File: src/rtl/mux_n_to_1_pipe.sv
// N-way data-select mux with a registered output stage, stall/flush control,
// a sticky out-of-range select flag and a saturating forward-event counter.
module mux_n_to_1_pipe #(
  parameter int unsigned SIZE  = 32,
  parameter int unsigned NUM   = 3,
  parameter int unsigned SEL_W = 2,
  parameter int unsigned CNT_W = 16
) (
  input  logic                clk_i,
  input  logic                rst_i,
  input  logic [NUM*SIZE-1:0] data_i,
  input  logic [SEL_W-1:0]    select_i,
  input  logic                valid_i,
  input  logic                stall_i,
  input  logic                flush_i,
  input  logic                clr_i,
  output logic [SIZE-1:0]     data_o,
  output logic                valid_o,
  output logic                err_o,
  output logic [SEL_W-1:0]    err_sel_o,
  output logic [CNT_W-1:0]    fwd_cnt_o
);

  // Reject configurations where the select cannot address every input.
  if (NUM < 2 || (1 << SEL_W) < NUM) begin : g_bad_cfg
    $error("mux_n_to_1_pipe: NUM must be >= 2 and 2**SEL_W must be >= NUM");
  end

  logic [SIZE-1:0]  data_q, data_d;
  logic             valid_q, valid_d;
  logic             err_q, err_d;
  logic [SEL_W-1:0] err_sel_q, err_sel_d;
  logic [CNT_W-1:0] cnt_q, cnt_d;

  logic [31:0]      sel_idx;
  logic             sel_legal;
  logic [SIZE-1:0]  sel_data;

  assign sel_idx   = 32'(select_i);
  assign sel_legal = (sel_idx < NUM);

  // Pick the addressed input; out-of-range selects yield zero but are never loaded.
  always_comb begin
    sel_data = '0;
    for (int unsigned k = 0; k < NUM; k++) begin
      if (sel_idx == k) sel_data = data_i[k*SIZE +: SIZE];
    end
  end

  // Next state: flush beats stall beats load; clear beats counter/error updates.
  always_comb begin
    data_d    = data_q;
    valid_d   = valid_q;
    err_d     = err_q;
    err_sel_d = err_sel_q;
    cnt_d     = cnt_q;
    if (flush_i) begin
      data_d  = '0;
      valid_d = 1'b0;
    end else if (!stall_i) begin
      // Illegal selects keep the previous data rather than loading garbage.
      if (sel_legal) data_d = sel_data;
      valid_d = valid_i & sel_legal;
      if (valid_i && !sel_legal && !err_q) begin
        err_d     = 1'b1;
        err_sel_d = select_i;
      end
      if (valid_i && sel_legal && (select_i != '0) && (cnt_q != '1)) begin
        cnt_d = cnt_q + CNT_W'(1);
      end
    end
    if (clr_i) begin
      err_d     = 1'b0;
      err_sel_d = '0;
      cnt_d     = '0;
    end
  end

  // State registers with asynchronous active-low reset.
  always_ff @(posedge clk_i or negedge rst_i) begin
    if (!rst_i) begin
      data_q    <= '0;
      valid_q   <= 1'b0;
      err_q     <= 1'b0;
      err_sel_q <= '0;
      cnt_q     <= '0;
    end else begin
      data_q    <= data_d;
      valid_q   <= valid_d;
      err_q     <= err_d;
      err_sel_q <= err_sel_d;
      cnt_q     <= cnt_d;
    end
  end

  assign data_o    = data_q;
  assign valid_o   = valid_q;
  assign err_o     = err_q;
  assign err_sel_o = err_sel_q;
  assign fwd_cnt_o = cnt_q;

endmodule

File: config.mk
export PLATFORM = sky130hd
export DESIGN_NAME = mux_n_to_1_pipe
export DESIGN_NICKNAME = d
export VERILOG_FILES = /design/src/rtl/mux_n_to_1_pipe.sv
export SDC_FILE = /design/constraint.sdc
export NUM_CORES = 1
export LEC_CHECK = 0
export BUFFER_PORTS_ARGS = -buffer_cell sky130_fd_sc_hd__buf_2
export CAP_MARGIN = 25
export CORE_MARGIN = 2
export CORE_UTILIZATION = 31
export CTS_CLUSTER_SIZE = 14
export DETAILED_ROUTE_END_ITERATION = 12
export PLACE_DENSITY_LB_ADDON = 0.3
export REMOVE_ABC_BUFFERS = 1
export SYNTH_ARGS = -nofsm -noshare
export SYNTH_HDL_FRONTEND = slang
export SYNTH_SLANG_ARGS = --single-unit
File: constraint.sdc
create_clock -name clk_i -period 3.6 [get_ports clk_i]
set_clock_uncertainty 0.1 [all_clocks]
set_input_delay 0.54 -clock clk_i [delete_from_list [all_inputs] [get_ports clk_i]]
set_output_delay 0.54 -clock clk_i [all_outputs]
set_load 0.1 [all_outputs]
[Word level (Yosys, flattened, before mapping)]
Cells that the tools add are included.
Operators by class
  $add $sub $neg: 1
  order comparisons: 1
  equal/unequal tests: 6
  muxes and demuxes: 20
  bitwise gates (word level): 1
  reductions and logical operators: 15
Operators with widths (count)
  $mux W32: 6
  $mux W16: 4
  $logic_not A32 Y1: 1
  $add A16 B1 Y16 const B: 1
  $ne A16 B16 Y1 const B: 1
  $mux W2: 4
  $reduce_bool A2 Y1: 4
  $mux W1: 6
  $ne A2 B1 Y1 const B: 3
  $reduce_and A3 Y1: 2
  $logic_and A1 B1 Y1: 5
  $eq A2 B1 Y1 const B: 1
  $eq A2 B2 Y1 const B: 1
  $logic_not A1 Y1: 2
  $lt A2 B2 Y1 const B: 1
  $reduce_and A2 Y1: 1
  $and A1 B1 Y1: 1
Storage, ports and cells
  bits in registers: 52
  input port bits: 104
  output and inout port bits: 52
  logic and storage cells: 49

[Longest topological paths before layout]
Gate-level depths: netlist of run 1.
  depth in word-level cells: 8
  mapped depth: 7
  gate-level depth less buffers: 5

[Least setup slack after synthesis of run 1]
No wires, ideal clock.
  path type: register -> register
  from: reg cnt_q[4], in the netlist fwd_cnt_o[4]
  to: reg cnt_q[10], in the netlist fwd_cnt_o[10]
  setup time: 0.104 ns
  data arrival time: 2.219 ns
  required time: 3.396 ns
  path slack: 1.177 ns
  cell stages (with the launch flop): 5
  buffers on the path: 0
  clock period less this slack: 2.423 ns
  cell sequence: dfrtp_1 > and4_4 > nand4_1 > or3_1 > a221oi_1
On the way
  longest elaborated chain between the ends: 5
  elaborated cells between the ends (all ways): 9
  those cells by class: add/sub (1); eq/ne (1); mux (4); reduce/logical (3)
Ends and longest elaborated chain
  start, declared: line 33  | logic [CNT_W-1:0] cnt_q, cnt_d;
  start signal, assigned: line 92  | cnt_q <= cnt_d;
  $add A16 B1 Y16: line 69  | cnt_d = cnt_q + CNT_W'(1);
  $mux W16: line 68  | if (valid_i && sel_legal && (select_i != '0) && (cnt_q != '1)) begin
  $mux W16: line 60  | end else if (!stall_i) begin
  $mux W16: line 57  | if (flush_i) begin
  $mux W16: line 72  | if (clr_i) begin
Several ways; a longest one is shown, not always the timed one. The select of a mux whose other input is x is not followed.
A chain may end at the register's enable or synchronous reset.

[Worst setup path in the final report of run 1]
  from: in select_i[1]
  to: reg cnt_q[7], in the netlist fwd_cnt_o[7]
On the way
  longest elaborated chain between the ends: 6
  elaborated cells between the ends (all ways): 7
  those cells by class: order compare (1); reduce/logical (6)
Ends and longest elaborated chain
  start, declared: line 12  | input logic [SEL_W-1:0] select_i,
  $lt A2 B2 Y1: line 40  | assign sel_legal = (sel_idx < NUM);
  $logic_and A1 B1 Y1: line 68
  $logic_and A1 B1 Y1 (*) (2 in a row): line 68
  $reduce_bool A2 Y1 (no line) (*)
  $reduce_and A3 Y1 (no line) (*)
Mark *: on every way between the ends. The rest lies on a longest branch, timed or not.

==> results of run 1 <==
## final timing paths
check | from | cells after the start | end
worst max-delay path | select_i[1] | 5 | fwd_cnt_o[7]$_DFFE_PN0P_
max in group asynchronous | rst_i | 2 | fwd_cnt_o[2]$_DFFE_PN0P_
worst max register to register | fwd_cnt_o[0]$_DFFE_PN0P_ | 6 | fwd_cnt_o[9]$_DFFE_PN0P_
worst min-delay path | rst_i | 1 | data_o[2]$_DFFE_PN0P_
worst min register to register | data_o[21]$_DFFE_PN0P_ | 1 | data_o[21]$_DFFE_PN0P_
min in group clk_i | valid_i | 3 | valid_o$_DFFE_PN0P_
## layer usage
metal	routed length, um	global-route usage [%]	vias to the layer above	share of wire, %
met3	600	3.47	7	7.3
li1	-	-	1415	-
met2	3860	27.2	122	47
met4	72	3.12	0	0.88
met1	3640	20.4	1299	45
met5	0	0	-	0
## power breakdown
group          internal [mW]  switching, mW
Sequential             0.604         0.0132
Clock                  0.154          0.185
Combinational          0.103          0.262
Total                  0.861          0.461
## flip-flops by register name (all words and copies together), names as in the netlist
register   count
err_sel_o      2
fwd_cnt_o     16
err_o          1
data_o        32
valid_o        1
## layout make-up
cell class	instances	area, um^2	area share [%]
clock buffer	6	82.6	2.13
clock inverter	2	10.0	0.258
inverter	7	26.3	0.677
multi-input combinational	221	1500	38.7
sequential	52	1300	33.5
tap	111	139	3.58
timing repair buffer	161	821	21.1
## Yosys cell counts
master,count,area (um^2)
buf_6,1,11.3
o21ai_0,37,185
xor2_1,1,8.76
o31ai_1,5,37.5
o21bai_1,2,15.0
nor2_1,5,18.8
a41oi_1,1,8.76
nor3b_4,1,18.8
o41ai_1,1,8.76
a221oi_1,1,8.76
buf_1,3,11.3
or2_2,1,6.26
nor3_1,2,10.0
and4_4,1,11.3
a21oi_1,15,75.1
nor2b_1,3,18.8
nand3b_1,1,7.51
and4_1,2,17.5
o211ai_1,1,7.51
nor4_1,2,12.5
nand2_1,40,150
xnor2_1,1,8.76
or3b_2,1,8.76
o311a_1,1,10.0
o311ai_0,1,8.76
a31oi_1,1,6.26
or4_1,5,37.5
and3_1,1,6.26
or3_1,4,25.0
ha_1,1,12.5
a211o_1,2,17.5
inv_1,7,26.3
dfrtp_1,52,1300
nand3_2,1,10.0
buf_2,8,40.0
mux2_2,2,22.5
nand3_1,7,35.0
nand4_1,5,31.3
mux2i_1,32,320
a22o_1,32,280
a311oi_1,1,8.76
clkbuf_1,11,41.3
a211oi_1,1,7.51
## metrics by stage
stage	setup slack (ns)	instances	hold WS [ns]	instance area [um^2]
global route	1.16	560	0.237	3880
finish	1.37	560	0.171	3880
global placement	1.12	552	0.383	3790
CTS	1.37	560	0.193	3880
floorplan	0.659	280	0.144	2810
detailed placement	1.06	552	0.387	3790
## cells by family (layout without fill, tap and decap cells)
logic type	after synthesis	in the layout	share of synthesized area (%)
adder cells (fa/ha/maj)	1	1	0.429
XOR/XNOR	2	2	0.601
buffers and inverters	30	176	4.46
AND/OR/NAND/NOR	82	82	14.6
flip-flops	52	52	44.6
multiplexers	34	34	11.8
AO/OA/AOI/OAI	102	102	23.5
## placed cells by master, fill, tap and decap left out, drive strengths merged, types with 6 or more instances in the layout
master,Yosys,routed
nand3,8,8
o21ai,37,37
a22o,32,32
dfrtp,52,52
mux2i,32,32
a21oi,15,15
nand2,40,40
buf,12,161
inv,7,7
clkbuf,11,6
==> impl_metrics.py, run 1 <==
metrics = {
    "status": {
        "status": "finished, final reports clean",
    },
    "power": {
        "power_density_nw_per_um2": 341,
        "p_leak_nw": 2.01,
        "ir_drop_mv": 0.140,
        "finalPower_mw": 1.32,
    },
    "finish": {
        "area_growth_pct": 33.1,
        "nFillCells": 946,
        "nets": 553,
        "diodes": 0,
        "fin_util_pct": 42.2,
        "drive_above_1_share_pct": 39.9,
    },
    "route": {
        "via_per_inst": 5.08,
        "first_pass_iters": 4,
        "drcViolationCount": 0,
        "num_vias": 2843,
        "dr.first_iter.drc_count": 90,
        "drt-total-wl_mm": 8.17,
        "wire_per_inst_um": 14.6,
        "postRouteAntennaNets": 0,
    },
    "setup_path": {
        "cp_slowest_cell": "or4_1",
        "cp-start-kind": "input port",
        "r2r_slack_ns": 1.76,
        "cp.arrival_ns": 2.35,
        "critical_path_buf_inv_count": 1,
        "worstPathRequired_ns": 3.72,
        "max_stage_delay_ns": 0.55,
        "crit_path_end_kind": "flop",
        "worstPathMaxFanout": 38,
        "cp_cell_sequence": "buf_2 > xor2_1 > nand3_2 > or4_1 > a21oi_1",
        "crit_family": "simple AND/OR/NAND/NOR gates",
        "path_class": "input port to flop",
    },
    "placed_design": {
        "place_hpwl_mm": 6.14,
        "gp_congestion": 0.849,
        "io_buffers": 155,
    },
    "timing": {
        "slew_viol_final": 0,
        "tns_ns": 0,
        "worstMarginPinSlew_ns": 0.727,
        "min_period_ns": 2.23,
        "maxSlewHeadroom_pct": 51.4,
        "max_freq_mhz": 449,
        "finalSetupViolations": 0,
        "min_period_over_period_pct": 61.9,
        "timing.final.hold_violations": 0,
        "rsz0062_at_grt": "false",
    },
    "min_path": {
        "hold_path.class": "input port to asynchronous set/reset pin",
    },
    "cts": {
        "post_cts_resized": 0,
        "root_buffer": "clkbuf_8",
        "cts_htree_levels": 2,
        "clock_latency_ns": 0.30,
        "cts_tree": "yes",
        "cts_buffers": 5,
        "clk_pin_slew_worst_paths_ns": 0.09,
        "cts_hold_buf": 0,
        "ctsLongestPathBuffers": 2,
        "clock-sinks": 52,
        "cts_setup_buffers": 0,
    },
    "floorplanning": {
        "die_y_um": 101,
        "core-area_um2": 9200,
        "rows": 35,
        "die_w_um": 101,
        "ios": 156,
        "initial_core_util_pct": 31.7,
        "die-area_um2": 10200,
    },
    "global_routing": {
        "antenna_found_initial": 0,
        "track_usage_pct": 15.8,
        "grt_pass1_wl_mm": 12.8,
        "grt_max_degree": 39,
        "grt_pass1_vias": 2712,
        "grt.overflow.total": 0,
    },
    "logic_synthesis": {
        "synth_cell_types": 43,
        "ys_warn_count": 0,
        "synth-seq-area-share_pct": 44.6,
        "synth_area_um2": 2920,
        "synthCells": 303,
        "synth_area_per_cell_um2": 9.62,
        "synth-seq-cells": 52,
    },
    "flow_run": {
        "cap_violations": 0,
    },
}
Note: power is estimated with default switching activity, not from simulation.
==> inputs of run 2 (changes only) <==
==> constraint.sdc (replaced) <==
create_clock -name clk_i -period 2 [get_ports clk_i]
set_clock_uncertainty 0.1 [all_clocks]
set_input_delay 0.3 -clock clk_i [delete_from_list [all_inputs] [get_ports clk_i]]
set_output_delay 0.3 -clock clk_i [all_outputs]
set_load 0.1 [all_outputs]
==> run 2 against run 1 <==
Compared with the run above:
- non-clock buffer count grew 6
- flip-flop and latch count is the same
- via count grew 1.4%
- clock power increased by 78%
- core utilization increased by 0.90 points
- setup slack lost 1.2 ns
- sequential share of layout area down 0.70 points
- final cell count up 1.1%
- global-route usage is 0.47 points higher
- sequential power grew 80%
- total power grew 81%
- largest cell class unchanged
==> impl_metrics.py, run 2 (same netlist as run 1, synthesis figures left out) <==
metrics = {
    "cts": {
        "root_buffer": "clkbuf_8",
        "post_cts_resized": 0,
        "clock-sinks": 52,
        "ctsLongestPathBuffers": 2,
        "cts_buffers": 5,
        "cts_htree_levels": 2,
        "cts_tree": "yes",
        "clk_pin_slew_worst_paths_ns": 0.09,
        "clock_latency_ns": 0.30,
    },
    "flow_run": {
        "cap_violations": 0,
    },
    "timing": {
        "slew_viol_final": 0,
        "min_period_over_period_pct": 91.6,
        "min_period_ns": 1.83,
        "whs_ns": 0.172,
        "max_freq_mhz": 546,
        "finalSetupViolations": 0,
        "maxSlewHeadroom_pct": 66.7,
        "rsz0062_at_grt": "false",
        "timing.final.hold_violations": 0,
        "worstMarginPinSlew_ns": 0.503,
    },
    "finish": {
        "area_growth_pct": 36.0,
        "nets": 559,
        "diodes": 0,
        "drive_above_1_share_pct": 40.0,
        "final_common_cell": "buf_2",
        "mostFrequentLayoutCells": "buf_2 (155), dfrtp_1 (52), nand2_1 (40)",
        "post-route-cell-area_um2": 3960,
        "multi_input_area_um2": 1500,
        "ff_latch_area_um2": 1300,
        "nFillCells": 952,
        "largest_register_ffs": 32,
    },
    "route": {
        "dr.first_iter.drc_count": 70,
        "postRouteAntennaNets": 0,
        "wire_per_inst_um": 14.9,
        "drcViolationCount": 0,
        "drt-total-wl_mm": 8.45,
        "first_pass_iters": 4,
        "num_vias": 2884,
        "via_per_inst": 5.10,
    },
    "min_path": {
        "min_from": "valid_i",
        "hold_path.class": "input port to flop",
    },
    "placed_design": {
        "postPlaceCellArea_um2": 3860,
        "place_hpwl_mm": 6.23,
        "io_buffers": 155,
        "gp_congestion": 0.843,
    },
    "setup_path": {
        "startpoint": "fwd_cnt_o[0]$_DFFE_PN0P_",
        "r2r_slack_ns": 0.17,
        "r2r-start": "fwd_cnt_o[0]$_DFFE_PN0P_",
        "endpoint": "fwd_cnt_o[9]$_DFFE_PN0P_",
        "worstPathRequired_ns": 2.13,
        "cp.arrival_ns": 1.96,
        "worstReg2RegEnd": "fwd_cnt_o[9]$_DFFE_PN0P_",
        "path_class": "flop to flop",
        "reg2reg_depth": 6,
        "cp-start-kind": "flop",
        "worstPathMaxFanout": 14,
        "crit_path_end_kind": "flop",
    },
    "status": {
        "status": "finished, final reports clean",
    },
    "power": {
        "p_int_mw": 1.57,
        "pwr-share-clk_pct": 25.2,
        "power_density_nw_per_um2": 604,
        "ir_drop_mv": 0.274,
        "netSwitchingPower_uw": 823,
        "comb_power_share_pct": 28.4,
        "p_leak_nw": 2.04,
        "seqPwrFrac_pct": 46.4,
        "p_sw_share_pct": 34.4,
    },
    "floorplanning": {
        "ios": 156,
        "die-area_um2": 10200,
        "core-area_um2": 9200,
        "die_w_um": 101,
        "initial_core_util_pct": 31.7,
        "rows": 35,
        "die_y_um": 101,
    },
    "global_routing": {
        "antenna_found_initial": 0,
        "grt_max_degree": 38,
        "track_usage_pct": 16.3,
        "grt_pass1_vias": 2743,
        "grt.overflow.total": 0,
        "grt_pass1_wl_mm": 13.3,
    },
}
[run 2: cell count changes in the layout (fill, tap and decap cells not counted), sizes merged]
cell,previous run,this run
clkinv,2,0
buf,161,166
clkbuf,6,8
dlygate4sd3,0,1
[run 2: worst min path at each step]
stage | to | slack [ns] | depth (start not counted)
floorplan | data_o[0]$_DFFE_PN0P_ | -0.1 | 0
global placement | fwd_cnt_o[2]$_DFFE_PN0P_ | 0.15 | 1
detailed placement | valid_o$_DFFE_PN0P_ | 0.16 | 1
CTS | valid_o$_DFFE_PN0P_ | 0.17 | 3
global route | valid_o$_DFFE_PN0P_ | 0.17 | 3
finish | valid_o$_DFFE_PN0P_ | 0.17 | 3
[run 2: what timing repair did]
| item | CTS | global route |
|---|---|---|
| buffers inserted | 0 | 0 |
| hold buffers | 1 | 0 |
| hold endpoints to repair | 16 | 0 |
[run 2: critical path, cell delays in order (launching register included)]
cell	delay, ns
dfrtp_1	0.42
ha_1	0.28
nand3_1	0.13
nor4_1	0.05
buf_4	0.17
or4_1	0.47
a21oi_1	0.15
[run 2: layer usage]
metal	global-route usage (%)	vias to the layer above	part of all wire, %	wire, um
li1	-	1427	-	-
met5	0	-	0	0
met3	2.91	7	6.3	530
met1	20.4	1330	43	3640
met2	29.3	120	50	4210
met4	3.12	0	0.83	70
[run 2: layout make-up]
type                    instances  area share [%]
well taps                     111            3.50
inverters                       7           0.663
flip-flops and latches         52            32.8
multi-input cells             221            37.9
repair buffers                167            22.9
clock buffers                   8            2.27
[run 2: power groups by stage]
stage          registers [mW]  logic [mW]  clock network, mW
3_5_place_dp             1.13       0.687                  0
3_3_place_gp             1.13       0.679                  0
2_1_floorplan            1.41       0.140                  0
4_1_cts                  1.11       0.687              0.627
5_1_grt                  1.12       0.726              0.662
6_report                 1.11       0.679              0.604
[run 2: metrics by stage]
step           cells  util, %  TNS, ns  power, mW  setup slack (ns)
2_1_floorplan    280        -   -28.86       1.55            -0.753
5_1_grt          566     43.1        0       2.50            0.0281
3_5_place_dp     557     42.0        0       1.82             0.134
4_1_cts          566     43.1        0       2.42             0.153
6_report         566     43.1        0       2.39             0.167
3_3_place_gp     557     42.0        0       1.81             0.186
